===== config.mk =====
export PLATFORM = sky130hd
export DESIGN_NAME = part_1_init_xchg_flat
export DESIGN_NICKNAME = d
export VERILOG_FILES = /design/src/rtl/part_1_init_xchg_if.sv /design/src/rtl/part_1_init_xchg.sv /design/src/flat_wrapper.sv
export SDC_FILE = /design/constraint.sdc
export NUM_CORES = 1
export LEC_CHECK = 0
export CAP_MARGIN = 30
export CORE_UTILIZATION = 25
export CTS_CLUSTER_SIZE = 40
export DETAILED_ROUTE_END_ITERATION = 10
export DONT_BUFFER_PORTS = 1
export GPL_TIMING_DRIVEN = 0
export PLACE_DENSITY = 0.41
export RECOVER_POWER = 50
export REMOVE_ABC_BUFFERS = 1
export SLEW_MARGIN = 20
export SYNTH_ARGS = -nofsm -noshare
export SYNTH_HDL_FRONTEND = slang
export SYNTH_SLANG_ARGS = --single-unit

===== constraint.sdc =====
create_clock -name clk_i -period 3 [get_ports clk_i]
set_input_delay 0.6 -clock clk_i [delete_from_list [all_inputs] [get_ports clk_i]]
set_output_delay 0.6 -clock clk_i [all_outputs]
set_load 0.1 [all_outputs]

===== src/rtl/part_1_init_xchg_if.sv =====
// Transport-side handshake bundle for the initiator vector exchange controller.
// The controller drives the put side and consumes the get side through the master modport.
interface part_1_init_xchg_if #(
  parameter int unsigned N = 9
);
  logic         put_valid;
  logic         put_ready;
  logic [1:0]   put_ch;
  logic [N-1:0] put_data;
  logic         get_valid;
  logic [N-1:0] get_data;

  modport master (
    output put_valid, put_ch, put_data,
    input  put_ready, get_valid, get_data
  );

  modport slave (
    input  put_valid, put_ch, put_data,
    output put_ready, get_valid, get_data
  );
endinterface


===== src/rtl/part_1_init_xchg.sv =====
// Initiator-side vector exchange: snapshot stimulus on each mission-clock rise, push it per channel,
// freeze the mission clock until the target response returns. Optional macro: PART_1_INIT_XCHG_DBG_VECT_EN.
module part_1_init_xchg #(
  parameter int unsigned N      = 9,
  parameter int unsigned NCH    = 3,
  parameter int unsigned WD_MAX = 10000,
  parameter int unsigned WD_W   = 14
) (
  input  logic               clk_i,
  input  logic               rst_i,
  input  logic               clk_0_h,
  input  logic               wen0,
  input  logic               wen1,
  input  logic               wen2,
  input  logic [7:0]         i_data0,
  input  logic [7:0]         i_data1,
  input  logic [7:0]         i_data2,
  part_1_init_xchg_if.master xchg,
  output logic               valid,
  output logic [7:0]         o_data,
  output logic               freeze_clk,
  output logic               busy,
  output logic               wd_err,
  output logic               ovr
);

  typedef enum logic [1:0] {
    S_IDLE,
    S_SEND,
    S_WAIT_RSP,
    S_ERROR
  } state_t;

`ifdef PART_1_INIT_XCHG_DBG_VECT_EN
  localparam logic [1:0] LAST_CH = 2'(NCH);
`else
  localparam logic [1:0] LAST_CH = 2'(NCH - 1);
`endif
  localparam logic [WD_W-1:0] WD_LIM = WD_W'(WD_MAX);

  state_t          r_state;
  state_t          w_state_nx;

  logic            r_clk0_s;
  logic            r_clk0_d;
  logic            r_edge;
  logic [1:0]      r_ch_cnt;
  logic [WD_W-1:0] r_wd;
  logic [N-1:0]    r_shadow0;
  logic [N-1:0]    r_shadow1;
  logic [N-1:0]    r_shadow2;
`ifdef PART_1_INIT_XCHG_DBG_VECT_EN
  logic [N-1:0]    r_vect_dbg;
`endif

  logic            w_capture;
  logic            w_put_vld;
  logic            w_put_fire;
  logic            w_last;
  logic            w_rsp_ok;
  logic            w_timeout;
  logic            w_wd_inc;
  logic [N-1:0]    w_put_data;

  assign w_last     = (r_ch_cnt == LAST_CH);
  assign w_put_fire = w_put_vld & xchg.put_ready;

  always_ff @(posedge clk_i or posedge rst_i) begin
    if (rst_i) r_state <= S_IDLE;
    else       r_state <= w_state_nx;
  end

  always_comb begin
    w_state_nx = r_state;
    w_capture  = 1'b0;
    w_put_vld  = 1'b0;
    w_rsp_ok   = 1'b0;
    w_timeout  = 1'b0;
    w_wd_inc   = 1'b0;
    freeze_clk = 1'b1;
    busy       = 1'b1;
    case (r_state)
      S_IDLE: begin
        freeze_clk = 1'b0;
        busy       = 1'b0;
        if (r_edge) begin
          w_capture  = 1'b1;
          w_state_nx = S_SEND;
        end
      end
      S_SEND: begin
        w_put_vld = 1'b1;
        if (xchg.put_ready && w_last) w_state_nx = S_WAIT_RSP;
      end
      S_WAIT_RSP: begin
        // A response arriving on the timeout cycle still counts as success.
        if (xchg.get_valid) begin
          w_rsp_ok   = 1'b1;
          w_state_nx = S_IDLE;
        end else if (r_wd == WD_LIM) begin
          w_timeout  = 1'b1;
          w_state_nx = S_ERROR;
        end else begin
          w_wd_inc = 1'b1;
        end
      end
      S_ERROR: begin
        w_state_nx = S_ERROR;
      end
      default: begin
        w_state_nx = S_IDLE;
      end
    endcase
  end

  always_comb begin
    w_put_data = '0;
    if (w_put_vld) begin
      case (r_ch_cnt)
        2'd0:    w_put_data = r_shadow0;
        2'd1:    w_put_data = r_shadow1;
        2'd2:    w_put_data = r_shadow2;
`ifdef PART_1_INIT_XCHG_DBG_VECT_EN
        default: w_put_data = r_vect_dbg;
`else
        default: w_put_data = '0;
`endif
      endcase
    end
  end

  assign xchg.put_valid = w_put_vld;
  assign xchg.put_ch    = w_put_vld ? r_ch_cnt : 2'd0;
  assign xchg.put_data  = w_put_data;

  // clk_0_h is sampled once before the delay stage so the edge pulse sees a registered copy.
  always_ff @(posedge clk_i or posedge rst_i) begin
    if (rst_i) begin
      r_clk0_s <= 1'b0;
      r_clk0_d <= 1'b0;
      r_edge   <= 1'b0;
    end else begin
      r_clk0_s <= clk_0_h;
      r_clk0_d <= r_clk0_s;
      r_edge   <= r_clk0_s & ~r_clk0_d;
    end
  end

  always_ff @(posedge clk_i or posedge rst_i) begin
    if (rst_i) begin
      r_shadow0 <= '0;
      r_shadow1 <= '0;
      r_shadow2 <= '0;
    end else if (w_capture) begin
      r_shadow0 <= {wen0, i_data0};
      r_shadow1 <= {wen1, i_data1};
      r_shadow2 <= {wen2, i_data2};
    end
  end

  always_ff @(posedge clk_i or posedge rst_i) begin
    if (rst_i) begin
      r_ch_cnt <= '0;
    end else if (w_capture) begin
      r_ch_cnt <= '0;
    end else if (w_put_fire && !w_last) begin
      r_ch_cnt <= r_ch_cnt + 2'd1;
    end
  end

  always_ff @(posedge clk_i or posedge rst_i) begin
    if (rst_i) begin
      r_wd <= '0;
    end else if (w_put_fire && w_last) begin
      r_wd <= '0;
    end else if (w_wd_inc) begin
      r_wd <= r_wd + 1'b1;
    end
  end

  always_ff @(posedge clk_i or posedge rst_i) begin
    if (rst_i) begin
      valid  <= 1'b0;
      o_data <= '0;
    end else if (w_rsp_ok) begin
      valid  <= xchg.get_data[8];
      o_data <= xchg.get_data[7:0];
    end
  end

  always_ff @(posedge clk_i or posedge rst_i) begin
    if (rst_i) begin
      wd_err <= 1'b0;
      ovr    <= 1'b0;
    end else begin
      if (w_timeout) wd_err <= 1'b1;
      if (r_edge && (r_state != S_IDLE)) ovr <= 1'b1;
    end
  end

`ifdef PART_1_INIT_XCHG_DBG_VECT_EN
  always_ff @(posedge clk_i or posedge rst_i) begin
    if (rst_i)         r_vect_dbg <= '0;
    else if (w_rsp_ok) r_vect_dbg <= r_vect_dbg + 1'b1;
  end
`endif

endmodule

===== src/flat_wrapper.sv =====
// flat-port wrapper written by rule: the top's interface ports become plain ports
module part_1_init_xchg_flat 
#(
  parameter int unsigned N      = 9,
  parameter int unsigned NCH    = 3,
  parameter int unsigned WD_MAX = 10000,
  parameter int unsigned WD_W   = 14
)
  (clk_i, rst_i, clk_0_h, wen0, wen1, wen2, i_data0, i_data1, i_data2, valid, o_data, freeze_clk, busy, wd_err, ovr, xchg_put_valid, xchg_put_ch, xchg_put_data, xchg_put_ready, xchg_get_valid, xchg_get_data);
  part_1_init_xchg_if #(.N(N)) xchg_i ();
  input  logic clk_i;
  input  logic rst_i;
  input  logic clk_0_h;
  input  logic wen0;
  input  logic wen1;
  input  logic wen2;
  input  logic [7:0] i_data0;
  input  logic [7:0] i_data1;
  input  logic [7:0] i_data2;
  output logic valid;
  output logic [7:0] o_data;
  output logic freeze_clk;
  output logic busy;
  output logic wd_err;
  output logic ovr;
  output wire logic [$bits(xchg_i.put_valid)-1:0] xchg_put_valid;
  output wire logic [$bits(xchg_i.put_ch)-1:0] xchg_put_ch;
  output wire logic [$bits(xchg_i.put_data)-1:0] xchg_put_data;
  input wire logic [$bits(xchg_i.put_ready)-1:0] xchg_put_ready;
  input wire logic [$bits(xchg_i.get_valid)-1:0] xchg_get_valid;
  input wire logic [$bits(xchg_i.get_data)-1:0] xchg_get_data;
  assign xchg_put_valid = xchg_i.put_valid;
  assign xchg_put_ch = xchg_i.put_ch;
  assign xchg_put_data = xchg_i.put_data;
  assign xchg_i.put_ready = xchg_put_ready;
  assign xchg_i.get_valid = xchg_get_valid;
  assign xchg_i.get_data = xchg_get_data;
  part_1_init_xchg #(.N(N), .NCH(NCH), .WD_MAX(WD_MAX), .WD_W(WD_W)) u_core (.clk_i(clk_i), .rst_i(rst_i), .clk_0_h(clk_0_h), .wen0(wen0), .wen1(wen1), .wen2(wen2), .i_data0(i_data0), .i_data1(i_data1), .i_data2(i_data2), .xchg(xchg_i), .valid(valid), .o_data(o_data), .freeze_clk(freeze_clk), .busy(busy), .wd_err(wd_err), .ovr(ovr));
endmodule

==> reports/results.txt <==
area of the core -> 10,300 um2
Synth Register Bits -> 59
All-Layer GR Usage -> 0.118
# IOs -> 66
Slowest-stage cell, CP -> nor2b_4
commonest cells after routing, fill and taps aside -> 59 x dfrtp_1, 36 x mux2_2, 12 x nor2_1, 12 x nand2_1
Rel. slew slack -> -0.0377
grt ovf -> 0
Core Util, Final -> 0.309
CTS hold repair buffers -> 0
worst clock skew -> 0.00519 ns
H-tree depth -> 3
PortBufs -> 0
sequential share of the synthesized area -> 0.555
Starting Density -> 0.258
initial antenna violation count -> 0
crit-path max FO -> 9
Post-Syn Area -> 2660 um2
class of the worst hold path -> input pin to register
Clock Path Buffers -> 2
failing checks -> capacitance limit, slew limit
Avg Inst Size Synth -> 12.4 um2
Arr. time, crit path -> 2.24 ns
placed cell area -> 3050 um2
Area growth syn-to-layout -> 20.0%
CTS tree -> yes
Crit. End Element -> output port
residual DRC count -> 0
final hold violations -> 0
WS Path Type -> register to output port
Final Cell Area -> 3190 um2
Site Rows -> 37
nets -> 275
clk sinks -> 59
CTS buffer count -> 9
clock root buffer -> clkbuf_8
chip height -> 105 um
antenna diode count -> 0
Die Wd -> 105 um
Fmax -> 352 MHz
critical path data required time -> 2.40 ns
Worst setup SP type -> register
Clock Pin Slew Worst Setup and Hold Paths -> 0.06 ns
Setup violations, final -> 0
Slew @ Worst Pin -> 1.56 ns
total number of vias -> 1,702
Syn. warnings -> 0
layout cells sized above 1 -> 0.330
max-slew violation count -> 35
final wirelength -> 5.80 mm
area of the die -> 11,100 um2
worst skew pair latency -> 0.33 ns
RePlAce Congestion -> 0.702
most common cell after layout, fill and taps aside -> dfrtp_1
vias in the first global route -> 1,854
Avg Vias per Cell -> 4.61
remaining antenna violation count -> 0
unrepaired setup endpoints after global routing -> false
clock period minus worst slack -> 2.84 ns
critical-path cell list -> nor2b_4, nand2b_4, nor2_2, buf_16
Synth Instances -> 214
largest net degree at the start of global routing -> 35
first-pass GRT wire length -> 9.84 mm
largest stage delay on the critical path -> 0.69 ns
leading area contributor after synthesis -> dfrtp_1
Synth area leaders -> dfrtp_1 55%, mux2_2 15%, a222oi_1 3.4%
first-pass detailed-route iteration total -> 4
Post-CTS Setup Inserts -> 0
placed insts -> 353
status -> finished, violations left
Tcrit/Tclk final -> 0.946
Routed wire per std cell -> 15.7 um
HPWL after DPL -> 4.02 mm
Finished Layout Cells -> 369
1st-iter DRT viols -> 87
synth unique cells -> 38
Max Cap Violations -> 1
Yosys top cell area share -> 0.555
cell type report:
type / instances / area, um2
clock inverters: 5 / 30.0
flip-flops and latches: 59 / 1480
repair buffers: 13 / 214
clock buffers: 11 / 131
multi-input cells: 137 / 1140
fillers: 1059 / 7130
inverters: 8 / 31.3
well taps: 136 / 170
flip-flops by register name, summed over array words and instances, names as in the netlist:
signal	count
u_core.o_data	8
u_core.ovr	1
u_core.r_ch_cnt	2
u_core.r_clk0_d	1
u_core.r_clk0_s	1
u_core.r_edge	1
u_core.r_shadow0	9
u_core.r_shadow1	9
u_core.r_shadow2	9
u_core.r_state	2
u_core.r_wd	14
u_core.valid	1
u_core.wd_err	1
critical path, delay by kind of cell (launching register included):
| kind | cells | cell delay [ns] |
|---|---|---|
| and+or+nand+nor | 3 | 1.19 |
| DFF | 1 | 0.49 |
| buffers and inverters | 1 | 0.20 |
cell usage after synthesis (all sizes together):
| library cell | instances |
|---|---|
| a21o | 2 |
| a21oi | 1 |
| a221oi | 1 |
| a222oi | 9 |
| and2 | 3 |
| and3 | 3 |
| and3b | 1 |
| and4b | 1 |
| and4bb | 1 |
| buf | 7 |
| clkbuf | 3 |
| dfrtp | 59 |
| ha | 6 |
| inv | 8 |
| mux2 | 36 |
| mux2i | 8 |
| nand2 | 12 |
| nand2b | 2 |
| nand3 | 7 |
| nand3b | 1 |
| nand4 | 3 |
| nand4bb | 1 |
| nor2 | 21 |
| nor2b | 2 |
| nor3 | 1 |
| nor3b | 1 |
| nor4 | 2 |
| nor4b | 1 |
| o211ai | 1 |
| o21ai | 1 |
| o31ai | 1 |
| or2 | 2 |
| xnor2 | 3 |
| xor2 | 3 |
per-layer routing:
layer	track usage	up-vias	wire [um]
met5	0	-	0
met4	0.0362	0	58
met3	0.0605	5	515
met2	0.184	58	2670
met1	0.141	848	2560
li1	-	791	-
timing repair:
item                                   4_1_cts  5_1_grt
endpoints found under the hold margin        0        0
setup endpoints to repair                   11        0
gates resized for setup                      4        0
path summary, 6_finish.rpt:
path / startpoint / endpoint / slack (ns) / cells past startpoint
hold reg to reg: u_core.r_clk0_s / u_core.r_clk0_d / 0.37 / 0
min in group asynchronous: rst_i / u_core.o_data[2] / 0.37 / 1
max in group asynchronous: rst_i / u_core.r_shadow2[5] / 0.56 / 2
setup / recovery: u_core.r_state[0] / xchg_put_data[3] / 0.16 / 4
setup reg to reg: u_core.r_state[0] / u_core.r_wd[2] / 0.91 / 4
hold / removal: clk_0_h / u_core.r_clk0_s / 0.29 / 0
per-stage QoR:
stage	hold WS [ns]	setup slack, ns	TNS (ns)
floorplan	0.347	-1.41	-27.05
global placement	0.354	-2.03	-57.44
detailed placement	0.358	0.163	0
CTS	0.111	0.111	0
global route	0.267	0.0263	0
finish	0.293	0.162	0
cell families after synthesis:
family,count (synthesis),synth area share
buffers and inverters,18,0.0320
AO/OA/AOI/OAI,16,0.0522
AND/OR/NAND/NOR,65,0.131
XOR/XNOR,6,0.0197
adder cells (fa/ha/maj),6,0.0282
flip-flops,59,0.555
multiplexers,44,0.182
Power is not shown: default switching activity piles up to over one toggle a cycle in this logic, so the estimate is an artifact.
==> variant: new RTL, config.mk and constraints unchanged <==
The 4 states of `state_t` get a one-hot encoding in 4 bits.
--- a/src/rtl/part_1_init_xchg.sv
+++ b/src/rtl/part_1_init_xchg.sv
@@ -25,9 +25,9 @@
 );
 
-  typedef enum logic [1:0] {
-    S_IDLE,
-    S_SEND,
-    S_WAIT_RSP,
-    S_ERROR
+  typedef enum logic [3:0] {
+    S_IDLE     = 4'b0001,
+    S_SEND     = 4'b0010,
+    S_WAIT_RSP = 4'b0100,
+    S_ERROR    = 4'b1000
   } state_t;
 
Behaviour: same outputs for any inputs over 10 cycles, from zero or initial values and one cycle with rst_i high; not proved beyond that.
==> variant against the unedited design <==
Wire length up 4.8%; sequential cell count is 2 higher; core utilization about the same; design area is 5.0% higher; synthesized area is 4.7% higher; first-iteration DRC count grew 5.7%; worst setup slack hardly changed.
==> variant: results (changes against the unedited design) <==
clockBufferDepth: 2  # unchanged
post-cts-setup-buffers: 0  # unchanged
insertion_delay_ns: 0.33  # about the same
path_max_fanout: 8  # was 9
clock_power_share: 0.316
vdd_drop_max_uv: 282
synth.distinct_cells: 39  # was 38
grt_pass1_wl_um: 10200  # was 9840 um
place_congestion: 0.713  # was 0.702
synth_top_cell_area_share: 0.539  # was 0.555
grt_pass1_vias: 1968  # was 1854
antenna_found_initial: 1  # was 0
slowest_delay_ns: 0.88  # was 0.69 ns
grt_max_degree: 33  # was 35
slew_headroom: 0.0330  # was -0.0377
placedCellCount: 375  # was 353
pg_seq_mw: 1.06
min_path_type: "in -> reg"  # unchanged
placedInstanceArea_um2: 3180  # was 3050 um2
routed_wl_um: 6090  # was 5800 um
p_sw_mw: 0.670
status: "complete, no violations"  # was finished with violations
crit_family: "simple AND/OR/NAND/NOR gates"  # unchanged
finClkSkew_ns: 0.0165  # was 0.00519 ns
drt_iter0_drc: 92  # was 87
drive_gt1_frac: 0.283  # was 0.330
clkTransAtPathRegs_ns: 0.07
drc: 0  # unchanged
ys.warnings.count: 0  # unchanged
ys_seq_area_frac: 0.548  # was 0.555
async_reset_ff_frac: 1.00  # unchanged
drt-vias-per-instance: 4.81  # was 4.61
cts_buffers: 9  # unchanged
htree_levels: 3  # unchanged
avgSynthCellArea_um2: 12.0  # was 12.4 um2
vias: 1885  # was 1702
largest_register: "u_core.r_wd"  # unchanged
p_clk_mw: 0.676
nets: 293  # was 275
cpMaxStageDelayCell: "and2_1"  # was nor2b_4
synth_common_cells: "dfrtp_1, mux2_2, a21oi_1"  # was dfrtp_1, mux2_2, nor2_1
post-place-ws_ns: 0.338  # was 0.163 ns
dpl.hpwl_um: 4130  # was 4020 um
ys_top_cells_by_area: "dfrtp_1, mux2_2, a222oi_1, mux2_1, ha_1"  # was dfrtp_1, mux2_2, a222oi_1, mux2i_1, nor2_1
port_buffers: 0  # unchanged
power.leakage_nw: 1.43
grt_usage: 0.115  # was 0.118
largest_reg_flops: 14  # unchanged
ctsRootBufferMaster: "clkbuf_8"  # unchanged
firstDrtPassIters: 6  # was 4
variant: cell types whose count changed after synthesis, moves of 3 or more:
cell / change
o21ai_0: +9
or3_1: +8
and3_1: +3
mux2_1: +8
mux2i_1: -6
xor2_1: -3
nor2_1: -11
a21oi_1: +11
and4_1: +3
mux2_2: -8
variant: final cells by class:
class / count / area (um2)
clock buffer: 12 / 155
antenna: 1 / 2.50
inverter: 8 / 31.3
multi-input combinational: 153 / 1210
tap: 140 / 175
timing repair buffer: 13 / 224
clock inverter: 4 / 23.8
fill: 1129 / 7490
sequential: 61 / 1530
variant: kinds of logic after synthesis:
family | synth area share
adders and majority gates | 0.0269
DFF | 0.548
and+or+nand+nor | 0.144
muxes | 0.153
AOI/OAI and AO/OA | 0.0947
xor gates and xnor gates | 0.00629
buffers and inverters | 0.0269
variant: path summary, 6_finish.rpt:
kind	start	to	slack, ns	cells after the start
worst max-delay path	u_core.r_state[2]	xchg_put_ch[1]	0.16	2
max in group asynchronous	rst_i	u_core.r_wd[12]	0.53	2
worst max register to register	u_core.r_state[0]	u_core.r_shadow2[7]	0.51	3
min in group asynchronous	rst_i	u_core.r_wd[5]	0.45	1
worst min-delay path	clk_0_h	u_core.r_clk0_s	0.29	0
worst min register to register	u_core.r_clk0_s	u_core.r_clk0_d	0.37	0
variant: timing repair:
action                                  4_1_cts  5_1_grt
hold buffers                                  0        0
hold endpoints to repair                      0        0
endpoints found under the setup margin        4        0
gates resized for setup                       1        0
variant: per-layer routing:
metal	vias up	GRT usage	share of wire
met3	7	0.0466	0.082
met1	926	0.143	0.44
met5	-	0	0
met2	65	0.179	0.46
met4	0	0.0440	0.014
li1	887	-	-
variant: worst register-to-register path: stages (launching register included):
cell and delay [ns]:
dfstp_2 0.60, nor4b_1 0.66, nand2_2 0.60, mux2_1 0.50
